--- src/rtl/vga_timing_driver_pkg.sv ---
// Shared definitions for the VGA timing driver slice.
// Holds the 640x480@60 default raster constants, the counter type,
// the packed {hs,vs,de} bundle carried down the alignment pipeline,
// and the helper that maps an asserted/deasserted sync term onto the
// board's pin polarity.
package vga_timing_driver_pkg;

    localparam int CNT_W = 10;
    typedef logic [CNT_W-1:0] cnt_t;

    // Default 640x480@60 Hz raster (pixels / lines)
    localparam int DEF_H_SYNC = 96;
    localparam int DEF_H_BP   = 48;
    localparam int DEF_H_ACT  = 640;
    localparam int DEF_H_FP   = 16;
    localparam int DEF_V_SYNC = 2;
    localparam int DEF_V_BP   = 33;
    localparam int DEF_V_ACT  = 480;
    localparam int DEF_V_FP   = 10;

    localparam logic [11:0] RGB_BLACK = 12'h000;

    typedef struct packed {
        logic hs;
        logic vs;
        logic de;
    } sync_t;

    // Pin level for a sync term: pol is the asserted level.
    function automatic logic sync_level(input logic asserted, input logic pol);
        return asserted ? pol : ~pol;
    endfunction

endpackage

--- src/rtl/vga_timing_driver_if.sv ---
// Pixel request bus between the timing driver and the frame-content block.
//   pixel_xpos/pixel_ypos : requested coordinate (0 outside active area)
//   pixel_req             : coordinate addresses an active pixel
//   pixel_data            : {R,G,B} 4:4:4, returned DATA_LAT cycles later
// master = timing driver, slave = content block.
interface vga_timing_driver_if;
    import vga_timing_driver_pkg::*;

    cnt_t        pixel_xpos;
    cnt_t        pixel_ypos;
    logic        pixel_req;
    logic [11:0] pixel_data;

    modport master (output pixel_xpos, output pixel_ypos, output pixel_req,
                    input  pixel_data);
    modport slave  (input  pixel_xpos, input  pixel_ypos, input  pixel_req,
                    output pixel_data);

endinterface

--- src/rtl/vga_timing_driver_delay_line.sv ---
// vga_delay_line: DEPTH-stage shift register, WIDTH bits wide, with a
// synchronous active-high reset that loads every stage with RST_VAL.
//   clk  : clock
//   rst  : synchronous reset
//   din  : input word
//   dout : din delayed by DEPTH cycles
module vga_delay_line #(
    parameter int                DEPTH   = 1,
    parameter int                WIDTH   = 3,
    parameter logic [WIDTH-1:0]  RST_VAL = '0
) (
    input  logic             clk,
    input  logic             rst,
    input  logic [WIDTH-1:0] din,
    output logic [WIDTH-1:0] dout
);

    logic [WIDTH-1:0] sr [DEPTH];

    always_ff @(posedge clk) begin
        if (rst) begin
            for (int i = 0; i < DEPTH; i++) sr[i] <= RST_VAL;
        end else begin
            sr[0] <= din;
            for (int i = 1; i < DEPTH; i++) sr[i] <= sr[i-1];
        end
    end

    assign dout = sr[DEPTH-1];

endmodule

--- src/rtl/vga_timing_driver.sv ---
// vga_timing_driver: raster timing generator for a 4:4:4 VGA connector.
// Runs h/v counters, requests pixels from the content block over the
// pixel bus, delays the raw sync/enable terms by DATA_LAT so they line up
// with the returned pixel_data, then registers the pins once more.
//   clk_25mHz   : pixel clock
//   rst         : synchronous active-high reset
//   pix         : pixel request bus (master side)
//   hs, vs      : sync pins, SYNC_POL is the asserted level
//   vga_r/g/b   : colour pins, forced to 0 during blanking
//   frame_start : one-cycle pulse at raster origin (0,0)
//   v_blank     : high while the line counter is outside the active lines
module vga_timing_driver
    import vga_timing_driver_pkg::*;
#(
    parameter int   H_SYNC   = DEF_H_SYNC,
    parameter int   H_BP     = DEF_H_BP,
    parameter int   H_ACT    = DEF_H_ACT,
    parameter int   H_FP     = DEF_H_FP,
    parameter int   V_SYNC   = DEF_V_SYNC,
    parameter int   V_BP     = DEF_V_BP,
    parameter int   V_ACT    = DEF_V_ACT,
    parameter int   V_FP     = DEF_V_FP,
    parameter logic SYNC_POL = 1'b0,
    parameter int   DATA_LAT = 1
) (
    input  logic                clk_25mHz,
    input  logic                rst,
    vga_timing_driver_if.master pix,
    output logic                hs,
    output logic                vs,
    output logic [3:0]          vga_r,
    output logic [3:0]          vga_g,
    output logic [3:0]          vga_b,
    output logic                frame_start,
    output logic                v_blank
);

    localparam int H_TOT = H_SYNC + H_BP + H_ACT + H_FP;
    localparam int V_TOT = V_SYNC + V_BP + V_ACT + V_FP;

    localparam cnt_t H_LAST      = cnt_t'(H_TOT - 1);
    localparam cnt_t V_LAST      = cnt_t'(V_TOT - 1);
    localparam cnt_t H_SYNC_END  = cnt_t'(H_SYNC);
    localparam cnt_t V_SYNC_END  = cnt_t'(V_SYNC);
    localparam cnt_t H_ACT_START = cnt_t'(H_SYNC + H_BP);
    localparam cnt_t V_ACT_START = cnt_t'(V_SYNC + V_BP);
    localparam cnt_t H_ACT_END   = cnt_t'(H_SYNC + H_BP + H_ACT);
    localparam cnt_t V_ACT_END   = cnt_t'(V_SYNC + V_BP + V_ACT);

    cnt_t  h_cnt_p0;
    cnt_t  v_cnt_p0;
    logic  h_act_p0;
    logic  v_act_p0;
    sync_t raw_p0;
    sync_t raw_pd;

    // Stage 0: raster counters and raw timing terms
    always_ff @(posedge clk_25mHz) begin
        if (rst) begin
            h_cnt_p0 <= '0;
            v_cnt_p0 <= '0;
        end else if (h_cnt_p0 == H_LAST) begin
            h_cnt_p0 <= '0;
            v_cnt_p0 <= (v_cnt_p0 == V_LAST) ? '0 : v_cnt_p0 + cnt_t'(1);
        end else begin
            h_cnt_p0 <= h_cnt_p0 + cnt_t'(1);
        end
    end

    always_comb begin
        h_act_p0  = (h_cnt_p0 >= H_ACT_START) && (h_cnt_p0 < H_ACT_END);
        v_act_p0  = (v_cnt_p0 >= V_ACT_START) && (v_cnt_p0 < V_ACT_END);
        raw_p0.hs = (h_cnt_p0 < H_SYNC_END);
        raw_p0.vs = (v_cnt_p0 < V_SYNC_END);
        raw_p0.de = h_act_p0 && v_act_p0;
    end

    // Subtractions only reach the bus inside the active window, so the
    // 10-bit wrap below the active start never becomes visible.
    assign pix.pixel_req  = raw_p0.de;
    assign pix.pixel_xpos = raw_p0.de ? (h_cnt_p0 - H_ACT_START) : '0;
    assign pix.pixel_ypos = raw_p0.de ? (v_cnt_p0 - V_ACT_START) : '0;

    assign frame_start = !rst && (h_cnt_p0 == '0) && (v_cnt_p0 == '0);
    assign v_blank     = !v_act_p0;

    // Stages 1..DATA_LAT: hold sync/enable until pixel_data for the same
    // coordinate returns from the content block
    vga_delay_line #(
        .DEPTH   (DATA_LAT),
        .WIDTH   (3),
        .RST_VAL (3'b000)
    ) u_sync_dly (
        .clk  (clk_25mHz),
        .rst  (rst),
        .din  (raw_p0),
        .dout (raw_pd)
    );

    // Output register: pins, RGB blanked whenever the delayed enable is low
    always_ff @(posedge clk_25mHz) begin
        if (rst) begin
            hs                    <= sync_level(1'b0, SYNC_POL);
            vs                    <= sync_level(1'b0, SYNC_POL);
            {vga_r, vga_g, vga_b} <= RGB_BLACK;
        end else begin
            hs                    <= sync_level(raw_pd.hs, SYNC_POL);
            vs                    <= sync_level(raw_pd.vs, SYNC_POL);
            {vga_r, vga_g, vga_b} <= raw_pd.de ? pix.pixel_data : RGB_BLACK;
        end
    end

endmodule

--- src/flat_wrapper.sv ---
// flat-port wrapper written by rule: the top's interface ports become plain ports
module vga_timing_driver_flat import vga_timing_driver_pkg::*;
#(
    parameter int   H_SYNC   = DEF_H_SYNC,
    parameter int   H_BP     = DEF_H_BP,
    parameter int   H_ACT    = DEF_H_ACT,
    parameter int   H_FP     = DEF_H_FP,
    parameter int   V_SYNC   = DEF_V_SYNC,
    parameter int   V_BP     = DEF_V_BP,
    parameter int   V_ACT    = DEF_V_ACT,
    parameter int   V_FP     = DEF_V_FP,
    parameter logic SYNC_POL = 1'b0,
    parameter int   DATA_LAT = 1
)
  (clk_25mHz, rst, hs, vs, vga_r, vga_g, vga_b, frame_start, v_blank, pix_pixel_xpos, pix_pixel_ypos, pix_pixel_req, pix_pixel_data);
  vga_timing_driver_if pix_i ();
  input  logic clk_25mHz;
  input  logic rst;
  output logic hs;
  output logic vs;
  output logic [3:0] vga_r;
  output logic [3:0] vga_g;
  output logic [3:0] vga_b;
  output logic frame_start;
  output logic v_blank;
  output wire logic [$bits(pix_i.pixel_xpos)-1:0] pix_pixel_xpos;
  output wire logic [$bits(pix_i.pixel_ypos)-1:0] pix_pixel_ypos;
  output wire logic [$bits(pix_i.pixel_req)-1:0] pix_pixel_req;
  input wire logic [$bits(pix_i.pixel_data)-1:0] pix_pixel_data;
  assign pix_pixel_xpos = pix_i.pixel_xpos;
  assign pix_pixel_ypos = pix_i.pixel_ypos;
  assign pix_pixel_req = pix_i.pixel_req;
  assign pix_i.pixel_data = pix_pixel_data;
  vga_timing_driver #(.H_SYNC(H_SYNC), .H_BP(H_BP), .H_ACT(H_ACT), .H_FP(H_FP), .V_SYNC(V_SYNC), .V_BP(V_BP), .V_ACT(V_ACT), .V_FP(V_FP), .SYNC_POL(SYNC_POL), .DATA_LAT(DATA_LAT)) u_core (.clk_25mHz(clk_25mHz), .rst(rst), .pix(pix_i), .hs(hs), .vs(vs), .vga_r(vga_r), .vga_g(vga_g), .vga_b(vga_b), .frame_start(frame_start), .v_blank(v_blank));
endmodule
--- config.mk ---
export PLATFORM = sky130hd
export DESIGN_NAME = vga_timing_driver_flat
export DESIGN_NICKNAME = d
export VERILOG_FILES = /design/src/rtl/vga_timing_driver_pkg.sv /design/src/rtl/vga_timing_driver_if.sv /design/src/rtl/vga_timing_driver_delay_line.sv /design/src/rtl/vga_timing_driver.sv /design/src/flat_wrapper.sv
export SDC_FILE = /design/constraint.sdc
export NUM_CORES = 1
export LEC_CHECK = 0
export CAP_MARGIN = 30
export CORE_MARGIN = 5
export CORE_UTILIZATION = 48
export CTS_CLUSTER_DIAMETER = 80
export DETAILED_ROUTE_END_ITERATION = 12
export PLACE_DENSITY = 0.76
export SETUP_SLACK_MARGIN = 0.02
export SYNTH_ARGS = -nofsm -noshare
export SYNTH_HDL_FRONTEND = slang
export SYNTH_SLANG_ARGS = --single-unit
--- constraint.sdc ---
create_clock -name clk_25mHz -period 2.78 [get_ports clk_25mHz]
set_input_delay 0.417 -clock clk_25mHz [delete_from_list [all_inputs] [get_ports clk_25mHz]]
set_output_delay 0.417 -clock clk_25mHz [all_outputs]
set_load 0.01 [all_outputs]
==> results.json <==
{
  "ff_latch_area_um2": 748,
  "quantity_of_hold_fixing_buffers_added_after_cts": 0,
  "numPortBuffers": 50,
  "vdd.ir_drop.worst_v": 0.000238,
  "launch_point_of_the_critical_path": "u_core.v_cnt_p0[0]",
  "synth_adder_area_share_pct": 5.04,
  "path_max_fanout": 10,
  "crit-reg2reg-launch": "u_core.h_cnt_p0[0]",
  "synth.ff_latch_count": 37,
  "nets_finish": 305,
  "most-common-layout-cells": "33 x dfxtp_1, 28 x clkdlybuf4s50_1, 22 x nor2_1",
  "criticalPathCategory": "flop to output pin",
  "crit_chain": "ha_2 -> o41ai_4 -> a21oi_1 -> a41oi_2 -> buf_6 -> buf_4 -> nor3_1 -> dlygate4sd2_1",
  "setup.reg_to_reg.worst_slack_ps": 890,
  "globalRoute.totalOverflow": 0,
  "post_synth_num_cell_types": 45,
  "preCtsSetupSlack_ps": 183,
  "hold_viol_final": 0,
  "numCtsBuffers": 5,
  "timing.critical_path.to": "pix_pixel_ypos[9]",
  "ios": 51,
  "post-place-cells": 320,
  "regToRegEndpoint": "u_core.v_cnt_p0[9]",
  "synth_enable_flop_cells": 0,
  "cts-htree-levels": 2,
  "clk_pin_slew_worst_paths_ps": 70,
  "die_area_mm2": 0.00552,
  "mostFrequentLayoutCell": "dfxtp_1",
  "crit_required_ps": 2360,
  "ys.flop_type": "dfxtp_1",
  "synth-xor-area-share_pct": 10.1,
  "synthSimpleGateAreaFrac_pct": 31.6,
  "grt_pass1_vias": 1649,
  "routed_wl_mm": 4.87,
  "total_of_fill_cells_in_the_finished_design": 299,
  "p_per_area_mw_per_mm2": 415,
  "portion_of_total_power_attributed_to_the_clock_network_pct": 48.7,
  "post_synth_main_area_contributors": "dfxtp_1 37%, xnor2_1 7.9%, ha_1 5.0%",
  "share_of_total_power_in_sequential_cells_pct": 46.6,
  "multi_input_comb_area_mm2": 0.00114,
  "intPower_uw": 929,
  "clock_insertion_delay_worst_skew_ps": 290,
  "antenna_found_initial": 0,
  "status": "finished clean",
  "post-route-period-util_pct": 95.4,
  "critical_path_buf_inv_count": 3,
  "synth-warning-count": 0,
  "ctsRootBufferMaster": "clkbuf_8",
  "fin_skew_ps": 9.26,
  "avgViaCountPerCell": 5.24,
  "final_antenna_net_count": 0,
  "drcViolationCount": 0,
  "drt_iter0_drc": 98,
  "dr.pass1.iters": 4,
  "yosysSeqAreaShare_pct": 37.3,
  "clock_tree_from_tritoncts": "done",
  "comb_power_share_pct": 4.7,
  "placementRows": 23,
  "route.detailed.wl_per_inst_um": 14.6,
  "dr_total_vias": 1749,
  "switching_share_pct": 19.9,
  "synthMuxAreaShare_pct": 0,
  "setup_violations": 0,
  "fp.dieW_um": 74.3,
  "netlist.top_cell.by_area": "dfxtp_1",
  "worstRegToRegCells": 5,
  "first_pass_grt_wire_length_mm": 7.76,
  "cpMaxStageDelayCell": "o41ai_4",
  "clkSinkCount": 37,
  "core-area_mm2": 0.00400,
  "synth_top_family_by_area": "simple AND/OR/NAND/NOR gates",
  "post_synth_instance_area_mm2": 0.00199,
  "max-cap-violations": 0,
  "antennaDiodeCount": 0,
  "final_period_minus_worst_setup_slack_ps": 2650,
  "met3RoutedLength_um": 445,
  "top_cell_type_s_share_of_synthesized_area_pct": 37.3,
  "critical_path.endpoint_type": "output pin",
  "start_util_pct": 49.6,
  "critPathLaunchType": "flop",
  "place.gp.congestion": 0.851,
  "worst-endpoint-arrival_ps": 2230,
  "synthCells": 231,
  "layout.cells.non_filler": 334,
  "cp.depth": 8,
  "wl_met1_mm": 2.23,
  "area_delta_synth_final_pct": 40.6,
  "hold_class": "flop to flop",
  "globalRouteTotalUtil_pct": 18.2,
  "post-dp-hpwl_mm": 3.31,
  "setup_repair_after_global_routing_missed_its_margin": "no",
  "share_of_post_route_cells_with_drive_strength_above_1_pct": 14.1,
  "route.met2.wl_mm": 2.13,
  "grt_max_degree": 19,
  "timing.final.max_slew_violations": 0,
  "synthesized_area_divided_by_synthesized_cell_count_um2": 8.60,
  "die_y_um": 74.3,
  "timing_worst_slew_pin_value_ps": 585,
  "max_stage_delay_ps": 370,
  "highest-signal-layer": "met4",
  "postSynth.asyncResetShare_pct": 0,
  "static-leakage-power_nw": 1.38,
  "synth_compound_area_share_pct": 8.44,
  "ctsLongestPathBuffers": 2,
  "p_switching_uw": 230,
  "max_clk_rate_mhz": 377,
  "cp_top_family": "compound AO/OA/AOI/OAI gates",
  "final.setup.worst_slack_ps": 129,
  "whs_ps": 382,
  "postSynthNetCount": 253,
  "worst_slew_margin_relative_to_its_limit_pct": 60.9
}
[repair_timing]
item,in CTS,in global routing
hold endpoints to repair,0,0
gates resized for setup,17,22
setup endpoints to repair,22,15
pin swaps,0,1
cloned,1,0
buffers inserted,0,5
[power by group through the flow]
stage | clock (mW) | sequential (mW) | combinational [mW]
detailed placement | 0 | 0.553 | 0.0540
floorplan | 0 | 0.554 | 0.0202
global route | 0.604 | 0.541 | 0.0597
finish | 0.564 | 0.540 | 0.0548
CTS | 0.575 | 0.541 | 0.0551
global placement | 0 | 0.553 | 0.0531
[Yosys cell counts, drive strengths merged, types with 2 or more instances]
master  number
buf         12
or3          4
nor4         8
ha           8
nor2        22
nand4        4
nand4b       2
xnor2       18
nor3        21
dfxtp       37
nor3b        5
and3         2
a21oi       10
nand3        8
o41ai        2
xor2         5
nand2b       3
a21boi       2
nand2       10
clkbuf      10
and2        13
inv          9
o21ai        3
[through the flow]
| stage | area, um^2 | TNS [ps] | util (%) | power [mW] |
|---|---|---|---|---|
| after CTS | 2690 | -594 | 67.2 | 1.17 |
| after floorplan | 1990 | 0 | - | 0.575 |
| after global placement | 2520 | 0 | 62.9 | 0.606 |
| after global routing | 2790 | 0 | 69.8 | 1.20 |
| final | 2790 | 0 | 69.8 | 1.16 |
| after detailed placement | 2520 | 0 | 62.9 | 0.607 |
[cell type report]
type / instances / area share [%]
clock buffer: 5 / 2.47
clock inverter: 3 / 2.47
inverter: 9 / 1.21
multi-input combinational: 163 / 40.9
sequential: 37 / 26.8
tap: 50 / 2.24
timing repair buffer: 67 / 23.9
[flip-flops by register name, indices dropped and copies added, names as in the netlist]
name and cells:
u_core.vga_g 4, u_core.vga_b 4, u_core.hs 1, u_core.h_cnt_p0 10
u_core.u_sync_dly.sr 3, u_core.v_cnt_p0 10, u_core.vga_r 4, u_core.vs 1
[logic make-up (layout without fill, tap and decap cells)]
family,count (synthesis),count (layout)
AOI/OAI and AO/OA,23,23
xor gates and xnor gates,23,23
adders and majority gates,8,8
buffers and inverters,31,84
DFF,37,37
and+or+nand+nor,109,109
[how the worst min path moves through the flow]
stage	start	to	slack, ps	depth (start not counted)
final	u_core.u_sync_dly.sr[0][2]	u_core.hs	380	1
after global routing	u_core.u_sync_dly.sr[0][1]	u_core.vs	410	1
after CTS	u_core.u_sync_dly.sr[0][2]	u_core.hs	390	1
after detailed placement	u_core.u_sync_dly.sr[0][2]	u_core.hs	370	1
after global placement	u_core.u_sync_dly.sr[0][2]	u_core.hs	360	1
after floorplan	u_core.u_sync_dly.sr[0][2]	u_core.hs	360	1
[metal layers]
| metal | vias up | track usage, % |
|---|---|---|
| met3 | 7 | 6.08 |
| met2 | 66 | 26.2 |
| met1 | 784 | 25.3 |
| met4 | 0 | 7.11 |
| li1 | 892 | - |
| met5 | - | 0 |
(Power assumes the default switching activity.)
